**config.mk**
```make
export PLATFORM = sky130hd
export DESIGN_NAME = reset_sequencer
export DESIGN_NICKNAME = d
export VERILOG_FILES = /design/src/rtl/reset_seq_pkg.sv /design/src/rtl/reset_sync.sv /design/src/rtl/reset_sequencer.sv
export SDC_FILE = /design/constraint.sdc
export NUM_CORES = 1
export LEC_CHECK = 0
export BUFFER_PORTS_ARGS = -buffer_cell sky130_fd_sc_hd__buf_4
export CORE_MARGIN = 2
export CORE_UTILIZATION = 40
export DETAILED_ROUTE_END_ITERATION = 8
export HOLD_SLACK_MARGIN = 0.05
export SKIP_LAST_GASP = 1
export SLEW_MARGIN = 30
export SYNTH_ARGS = -nofsm -noshare
export SYNTH_HDL_FRONTEND = slang
export SYNTH_SLANG_ARGS = --single-unit
export TNS_END_PERCENT = 20
```
**constraint.sdc**
```tcl
create_clock -name clock -period 2.7 [get_ports clock]
set_clock_uncertainty 0.05 [all_clocks]
set_input_delay 0.135 -clock clock [delete_from_list [all_inputs] [get_ports clock]]
set_output_delay 0.135 -clock clock [all_outputs]
set_load 0.005 [all_outputs]
```
**src/rtl/reset_seq_pkg.sv**
```systemverilog
// Shared definitions for the reset sequencer: state encoding, default
// parameter values and the channel-search helper used by the release phases.
package reset_seq_pkg;

  typedef enum logic [2:0] {
    HOLD         = 3'd0,
    POR_WAIT     = 3'd1,
    RELEASE      = 3'd2,
    RUN          = 3'd3,
    SOFT_HOLD    = 3'd4,
    SOFT_RELEASE = 3'd5
  } state_e;

  localparam int DEF_NUM_CH      = 4;
  localparam int DEF_CNT_W       = 12;
  localparam int DEF_POR_CYCLES  = 800;
  localparam int DEF_STAGE_GAP   = 16;
  localparam int DEF_SOFT_CYCLES = 32;
  localparam int DEF_SYNC_STAGES = 2;

  // Lowest set bit of mask at or above 'from' and below 'limit';
  // returns 'limit' when no such bit exists.
  function automatic logic [3:0] next_set(input logic [7:0] mask,
                                          input logic [3:0] from,
                                          input logic [3:0] limit);
    logic [3:0] r;
    r = limit;
    for (int i = 7; i >= 0; i--) begin
      if (mask[i] && (4'(i) >= from) && (4'(i) < limit)) r = 4'(i);
    end
    return r;
  endfunction

endpackage

```
**src/rtl/reset_sync.sv**
```systemverilog
// Asynchronous-assert, synchronous-deassert reset synchronizer.
module reset_sync #(
  parameter int SYNC_STAGES = 2
) (
  input  logic clock,
  input  logic reset_n,
  output logic srst_n
);

  logic [SYNC_STAGES-1:0] ff;

  // Shift ones in after release; any assertion clears the chain at once.
  always_ff @(posedge clock or negedge reset_n) begin
    if (!reset_n) ff <= '0;
    else          ff <= {ff[SYNC_STAGES-2:0], 1'b1};
  end

  assign srst_n = ff[SYNC_STAGES-1];

endmodule

```
**src/rtl/reset_sequencer.sv**
```systemverilog
// Staged power-on and soft reset sequencer. One shared delay counter and
// one channel index register drive every timed phase; the state register
// is exposed on state_dbg.
module reset_sequencer
  import reset_seq_pkg::*;
#(
  parameter int NUM_CH      = DEF_NUM_CH,
  parameter int CNT_W       = DEF_CNT_W,
  parameter int POR_CYCLES  = DEF_POR_CYCLES,
  parameter int STAGE_GAP   = DEF_STAGE_GAP,
  parameter int SOFT_CYCLES = DEF_SOFT_CYCLES,
  parameter int SYNC_STAGES = DEF_SYNC_STAGES
) (
  input  logic              clock,
  input  logic              reset_n,
  input  logic              soft_req,
  input  logic [NUM_CH-1:0] ch_mask,
  output logic [NUM_CH-1:0] reset_out,
  output logic              busy,
  output logic              done,
  output logic [2:0]        state_dbg
);

  localparam int unsigned MAX_CNT = (32'd1 << CNT_W) - 32'd1;

  if (NUM_CH < 1 || NUM_CH > 8) begin : g_bad_num_ch
    $error("reset_sequencer: NUM_CH must be 1..8");
  end
  if (CNT_W < 10 || CNT_W > 24) begin : g_bad_cnt_w
    $error("reset_sequencer: CNT_W must be 10..24");
  end
  if (POR_CYCLES < 1 || POR_CYCLES > MAX_CNT) begin : g_bad_por
    $error("reset_sequencer: POR_CYCLES out of range");
  end
  if (STAGE_GAP < 1 || STAGE_GAP > MAX_CNT) begin : g_bad_gap
    $error("reset_sequencer: STAGE_GAP out of range");
  end
  if (SOFT_CYCLES < 1 || SOFT_CYCLES > MAX_CNT) begin : g_bad_soft
    $error("reset_sequencer: SOFT_CYCLES out of range");
  end
  if (SYNC_STAGES < 2 || SYNC_STAGES > 4) begin : g_bad_sync
    $error("reset_sequencer: SYNC_STAGES must be 2..4");
  end

  // Terminal counts. POR_WAIT is entered one edge after T0 with the counter
  // preloaded to 1, so its terminal value is POR_CYCLES-1. A POR_CYCLES of 1
  // releases at T0+2, the earliest edge the FSM can act on.
  localparam logic [CNT_W-1:0] POR_LAST  = CNT_W'(POR_CYCLES - 1);
  localparam logic [CNT_W-1:0] GAP_LAST  = CNT_W'(STAGE_GAP - 1);
  localparam logic [CNT_W-1:0] SOFT_LAST = CNT_W'(SOFT_CYCLES - 1);
  localparam logic [3:0]       NCH       = 4'(NUM_CH);

  state_e              state;
  logic [CNT_W-1:0]    cnt;
  logic [3:0]          idx;
  logic [NUM_CH-1:0]   mask_q;
  logic                soft_q;
  logic                srst_n;
  logic                soft_go;
  logic [7:0]          mask_w;
  logic [3:0]          nxt_ch;
  logic [NUM_CH-1:0]   nxt_bit;

  reset_sync #(.SYNC_STAGES(SYNC_STAGES)) u_sync (
    .clock   (clock),
    .reset_n (reset_n),
    .srst_n  (srst_n)
  );

  // Edge-qualified soft request and the next latched channel to release.
  always_comb begin
    soft_go                = soft_req & ~soft_q & (|ch_mask);
    mask_w                 = '0;
    mask_w[NUM_CH-1:0]     = mask_q;
    nxt_ch                 = next_set(mask_w, idx, NCH);
    nxt_bit                = NUM_CH'(1) << nxt_ch;
  end

  // Sequencer state, shared counter, channel index and reset outputs.
  always_ff @(posedge clock or negedge reset_n) begin
    if (!reset_n) begin
      state     <= HOLD;
      reset_out <= '1;
      cnt       <= '0;
      idx       <= '0;
      mask_q    <= '0;
      soft_q    <= 1'b0;
    end else begin
      soft_q <= soft_req;
      case (state)
        HOLD: begin
          reset_out <= '1;
          idx       <= '0;
          cnt       <= '0;
          if (srst_n) begin
            state <= POR_WAIT;
            cnt   <= CNT_W'(1);
          end
        end
        POR_WAIT: begin
          if (cnt >= POR_LAST) begin
            reset_out <= reset_out & ~NUM_CH'(1);
            idx       <= 4'd1;
            cnt       <= '0;
            state     <= RELEASE;
          end else begin
            cnt <= cnt + CNT_W'(1);
          end
        end
        RELEASE: begin
          if (idx == NCH) begin
            cnt   <= '0;
            state <= RUN;
          end else if (cnt == GAP_LAST) begin
            reset_out <= reset_out & ~(NUM_CH'(1) << idx);
            idx       <= idx + 4'd1;
            cnt       <= '0;
          end else begin
            cnt <= cnt + CNT_W'(1);
          end
        end
        RUN: begin
          cnt       <= '0;
          reset_out <= '0;
          if (soft_go) begin
            mask_q    <= ch_mask;
            reset_out <= ch_mask;
            idx       <= '0;
            state     <= SOFT_HOLD;
          end
        end
        SOFT_HOLD: begin
          if (cnt == SOFT_LAST) begin
            reset_out <= reset_out & ~nxt_bit;
            idx       <= nxt_ch + 4'd1;
            cnt       <= '0;
            state     <= SOFT_RELEASE;
          end else begin
            cnt <= cnt + CNT_W'(1);
          end
        end
        SOFT_RELEASE: begin
          if (nxt_ch == NCH) begin
            cnt   <= '0;
            state <= RUN;
          end else if (cnt == GAP_LAST) begin
            reset_out <= reset_out & ~nxt_bit;
            idx       <= nxt_ch + 4'd1;
            cnt       <= '0;
          end else begin
            cnt <= cnt + CNT_W'(1);
          end
        end
        default: state <= HOLD;
      endcase
    end
  end

  assign done      = (state == RUN);
  assign busy      = (state != RUN);
  assign state_dbg = state;

endmodule

```
==> Yosys cells after proc, flatten, opt, wreduce, memory -nomap -nowiden <==
Index checks and enable logic that the tools add are counted.
{ "classes": {"addsub": 3, "order_cmp": 5, "eq_ne": 20, "n_shift": 2, "n_mux": 34, "n_bitwise": 8, "n_reduce_logical": 13} }
{ "ops": {"columns": ["operator", "n"], "rows": [
  ["12-bit case mux with 6 select lines", 1],
  ["12-bit 2-to-1 mux", 5],
  ["4-bit 2-to-1 mux", 13],
  ["4-bit case mux with 6 select lines", 2],
  ["3-bit 2-to-1 mux", 10],
  ["3-bit case mux with 6 select lines", 1],
  ["2-bit inequality test (second input constant)", 8],
  ["7-bit AND reduction", 2],
  ["12-bit by 1-bit adder with 12-bit output (second input constant)", 1],
  ["12-bit by 4-bit equality test with 1-bit output (second input constant)", 1],
  ["12-bit by 5-bit equality test with 1-bit output (second input constant)", 1],
  ["12-bit by 10-bit greater-or-equal comparator with 1-bit output (second input constant)", 1],
  ["3-bit equality test (second input constant)", 3],
  ["4-bit AND", 2],
  ["1-bit by 4-bit greater-or-equal comparator with 1-bit output (first input constant)", 2],
  ["2-bit by 4-bit greater-or-equal comparator with 1-bit output (first input constant)", 2],
  ["4-bit NOT", 2],
  ["8-bit AND reduction", 1],
  ["3-bit by 2-bit equality test with 1-bit output (second input constant)", 2],
  ["6-bit AND reduction", 1],
  ["6-bit nonzero test", 1],
  ["5-bit nonzero test", 1],
  ["3-bit by 1-bit adder with 4-bit output (second input constant)", 1],
  ["4-bit by 1-bit adder with 4-bit output (second input constant)", 1],
  ["other kinds (13)", 20]
]} }
{ "word_totals": {"reg_bits": 30, "inputBits": 7, "elab_cells": 93} }

==> Longest topological paths before layout <==
{ "depth": {"word_depth": 12, "ltp_mapped": 9} }

==> Cells and area by module <==
From an unflattened synthesis, not the netlist that was laid out.
{ "hier_totals": {"hier_cells": 204, "hier_area_um2": 1803.0} }
{ "by_module_without_submodules": {"columns": ["module", "instances", "cells_per_inst", "area_per_inst_um2", "seq_area_each_um2"], "rows": [
  ["reset_sequencer", 1, 201, 1749.2, 705.7],
  ["reset_sync", 1, 3, 53.8, 50.0]
]} }

==> Least setup slack after synthesis <==
OpenSTA, ideal clock, no wires.
{ "synth_path": {"path_type": "register to register", "start": "reg cnt[0]", "end": "reg idx[3]", "t_arrival_ns": 1.952, "t_required_ns": 2.581, "path_slack_ns": 0.629, "stages_incl_launch_ff": 8, "path_buffers": 0, "path_cell_list": "dfrtp_1 -> ha_1 -> and3_2 -> nand4b_1 -> o221ai_1 -> o221ai_2 -> or4_1 -> nand3_1"} }
{ "synth_between": {"elab_chain_cells": 3} }
{ "synth_rtl": {"columns": ["item", "line", "rtl"], "rows": [
  ["start, declared", "reset_sequencer.sv:54", "logic [CNT_W-1:0] cnt;"],
  ["start signal, assigned", "reset_sequencer.sv:107", "cnt <= cnt + CNT_W'(1);"],
  ["start signal, assigned", "reset_sequencer.sv:119", "cnt <= cnt + CNT_W'(1);"],
  ["start signal, assigned", "reset_sequencer.sv:139", "cnt <= cnt + CNT_W'(1);"],
  ["12-bit by 10-bit greater-or-equal comparator with 1-bit output, or another cell as far along", "reset_sequencer.sv:101", "if (cnt >= POR_LAST) begin"],
  ["2-bit inequality test (no source line)", null, null],
  ["8-bit AND reduction (no source line) (*)", null, null],
  ["end signal, assigned", "reset_sequencer.sv:116", "idx <= idx + 4'd1;"],
  ["end signal, assigned", "reset_sequencer.sv:135", "idx <= nxt_ch + 4'd1;"],
  ["end signal, assigned", "reset_sequencer.sv:148", "idx <= nxt_ch + 4'd1;"],
  ["end, declared", "reset_sequencer.sv:55", "logic [3:0] idx;"]
]} }
Every way passes the cells marked *; elsewhere a longest branch is shown, timed or not.
A chain may end at the register's enable or synchronous reset.

==> Worst setup path after layout <==
Same ends and word-level chain as after synthesis.

==> results.py <==
metrics = {
    "run_status": {
        "outcome": "complete, no violations",
    },
    "worst_setup_path": {
        "r2r_end": "idx[3]$_DFFE_PN0P_",
        "crit_required_ns": 2.87,
        "r2r-start": "cnt[0]$_DFFE_PN0P_",
        "worstRegToRegCells": 7,
        "ff2ff_setup_slack_ns": 0.31,
        "cp.arrival_ns": 2.56,
        "critical_path_peak_fanout": 8,
        "cp-endpoint": "idx[3]$_DFFE_PN0P_",
        "startpoint_type": "flip-flop",
        "end_kind": "flip-flop",
        "startpoint": "cnt[0]$_DFFE_PN0P_",
        "path_class": "reg -> reg",
    },
    "timing": {
        "worst_slew_pin_slew_ns": 0.574,
        "hold_viol_final": 0,
        "period_needed_ns": 2.39,
        "fin_crit_sh_pct": 88.5,
        "final_max_slew_viol_count": 0,
        "setup-tns-final_ns": 0,
        "max_freq_ghz": 0.418,
        "rsz0062_at_grt": "false",
        "relSlewSlack_pct": 61.3,
        "setup_ws_ns": 0.310,
        "finalSetupViolations": 0,
    },
    "cts": {
        "h-tree-depth": 2,
        "clkLatencyLatePin_ns": 0.28,
        "cts_root_buffer": "clkbuf_8",
        "clock_path_buffers": 2,
        "clk_pin_slew_ns": 0.06,
        "cts_made_buffers": 5,
        "cts_resized": 0,
        "cts_setup_buffers": 0,
        "cts.sinks": 30,
        "cts_tree": "yes",
        "ctsHoldBuffers": 4,
    },
    "drt": {
        "finalWirelength_mm": 4.63,
        "dr.max_layer_used": "met4",
        "drt_iter0_drc": 77,
        "remaining_drc_errors": 0,
        "ant_nets": 0,
        "first_pass_iters": 4,
        "met1_length_mm": 2.18,
        "post_drt_wl_per_cell_um": 15.0,
        "wl_met3_um": 134,
        "vias_per_cell": 5.63,
        "dr_wl_met2_mm": 2.24,
        "vias": 1739,
    },
    "die": {
        "initial_core_util_pct": 41.8,
        "die_h_um": 74.7,
        "die_area_sq_um": 5580,
        "num_rows": 25,
        "coreArea_sq_um": 4790,
        "ios": 16,
        "dieWidth_um": 74.7,
    },
    "synth": {
        "netlist.area_leader.share_pct": 32.5,
        "ys.flop_type": "dfrtp_1",
        "syn_inst": 219,
        "yosys_register_bits": 30,
        "avgSynthCellArea_sq_um": 9.13,
        "synth_area_sq_um": 2000,
        "synth_edf_count": 0,
        "synth_nets": 228,
        "synth_top_cell_by_area": "dfrtp_1",
        "yosysWarnings": 0,
        "seq_area_frac_synth_pct": 37.8,
        "async_flop_share_pct": 100,
        "synth.area.top_cells": "dfrtp_1 33%, o21ai_0 7.3%, dfstp_2 5.3%",
        "ys_types": 60,
    },
    "power": {
        "ir_drop_v": 0.000480,
        "p_leak_nw": 1.03,
        "powerDensity_nw_per_um2": 1130,
    },
    "global_route": {
        "grt_pass1_wl_mm": 8.01,
        "grt_use_total_pct": 18.9,
        "grt_pass1_vias": 1722,
        "grt_antenna_before_repair": 0,
        "gr-total-overflow": 0,
        "grt_max_degree": 31,
    },
    "placement": {
        "place_hpwl_mm": 3.32,
        "gp_congestion": 0.903,
        "dpl_worst_slack_ns": 0.324,
        "io_buffers": 15,
    },
    "finish": {
        "antenna_cells": 0,
        "final_nets": 250,
        "fill_cells": 490,
        "drive_gt1_share_pct": 21.9,
        "area_growth_pct": 14.5,
    },
    "min_path": {
        "hp-class": "in -> reg",
    },
    "run": {
        "drv_cap": 0,
    },
}
cells by family (layout without fill, tap and decap cells):
kind of cell / count (synthesis) / in the layout / synth area share, %
and+or+nand+nor: 90 / 90 / 26.5
AOI/OAI and AO/OA: 77 / 77 / 27.2
DFF: 30 / 30 / 37.8
buffers and inverters: 15 / 38 / 4.88
muxes: 4 / 4 / 2.25
adders and majority gates: 2 / 2 / 1.25
other: 1 / 1 / 0.188
through the flow:
| stage | hold WS (ns) | util, % | cells | instance area [sq um] | total power [mW] |
|---|---|---|---|---|---|
| finish | 0.0570 | 47.8 | 309 | 2290 | 2.59 |
| global route | 0.0597 | 47.8 | 309 | 2290 | 2.84 |
| CTS | 0.0507 | 47.8 | 309 | 2290 | 2.60 |
| detailed placement | 0.0468 | 45.1 | 297 | 2160 | 2.21 |
| global placement | 0.0436 | 45.1 | 297 | 2160 | 2.20 |
| floorplan | -0.211 | - | 219 | 2000 | 1.84 |
per-layer routing:
metal	vias up	track usage, %
li1	865	-
met1	823	24.7
met2	43	30.3
met3	8	4.02
met4	0	8.33
met5	-	0
Yosys cell counts (all sizes together), types with 2 or more instances:
cell      n
or2b      2
nor2     11
nand2    22
clkbuf    4
buf       5
a21o     10
o21bai    2
o2bb2ai   2
dfstp     4
o21ai    29
nor4b     3
a211oi    2
nand3     8
and2      2
inv       6
nor4      5
a31oi     3
ha        2
and3      5
nand3b    2
a22o      3
dfrtp    26
nor3      7
o221ai    4
nor2b     4
mux2      4
a21boi    3
or3       3
o211ai    2
nor3b     7
o22ai     2
nand2b    2
a21oi     9
area by class of cell:
cell class / count / area [sq um] / area share, %
timing repair buffer: 24 / 190 / 8.31
multi-input combinational: 174 / 1150 / 50.1
tap: 67 / 83.8 / 3.66
clock inverter: 1 / 5.00 / 0.219
clock buffer: 7 / 86.3 / 3.77
inverter: 6 / 22.5 / 0.984
sequential: 30 / 756 / 33.0
sequential cells by signal, summed over array words and instances (netlist names):
signal     flops
u_sync.ff      2
reset_out      4
idx            4
cnt           12
mask_q         4
state_dbg      3
soft_q         1
cell usage in the layout, fill, tap and decap left out, drive strengths merged, types with 3 or more instances in the layout:
master / n
o21ai: 29
a21oi: 9
nor4: 5
o221ai: 4
inv: 6
nor2: 11
nor3: 7
dlygate4sd3: 4
a21boi: 3
and3: 5
dfstp: 4
nor3b: 7
a31oi: 3
mux2: 4
dfrtp: 26
buf: 20
nand3: 8
a22o: 3
nor4b: 3
nand2: 22
a21o: 10
or3: 3
clkbuf: 7
nor2b: 4
worst min-delay path by stage:
stage / start / endpoint / slack [ns] / cells after the start
2_1_floorplan: reset_n / cnt[0]$_DFFE_PN0P_ / -0.21 / 0
3_5_place_dp: reset_n / idx[1]$_DFFE_PN0P_ / 0.05 / 1
6_report: ch_mask[0] / mask_q[0]$_DFFE_PN0P_ / 0.06 / 2
5_1_grt: ch_mask[0] / mask_q[0]$_DFFE_PN0P_ / 0.06 / 2
3_3_place_gp: reset_n / idx[1]$_DFFE_PN0P_ / 0.04 / 1
4_1_cts: ch_mask[0] / mask_q[0]$_DFFE_PN0P_ / 0.05 / 2
critical path, stage by stage (launching register included):
cell      delay, ns
dfrtp_1        0.44
ha_1           0.23
and3_2         0.24
nand4b_1       0.22
o221ai_1       0.31
o221ai_2       0.23
or4_1          0.51
nand3_1        0.09
report_power, final:
part / leakage, nW / switching, mW / internal (mW) / total (mW)
Sequential: 0.378 / 0.155 / 0.596 / 0.752
Combinational: 0.608 / 0.815 / 0.640 / 1.46
Clock: 0.0482 / 0.174 / 0.205 / 0.379
Total: 1.03 / 1.14 / 1.44 / 2.59
No activity file was read; power rests on OpenSTA's default activity.
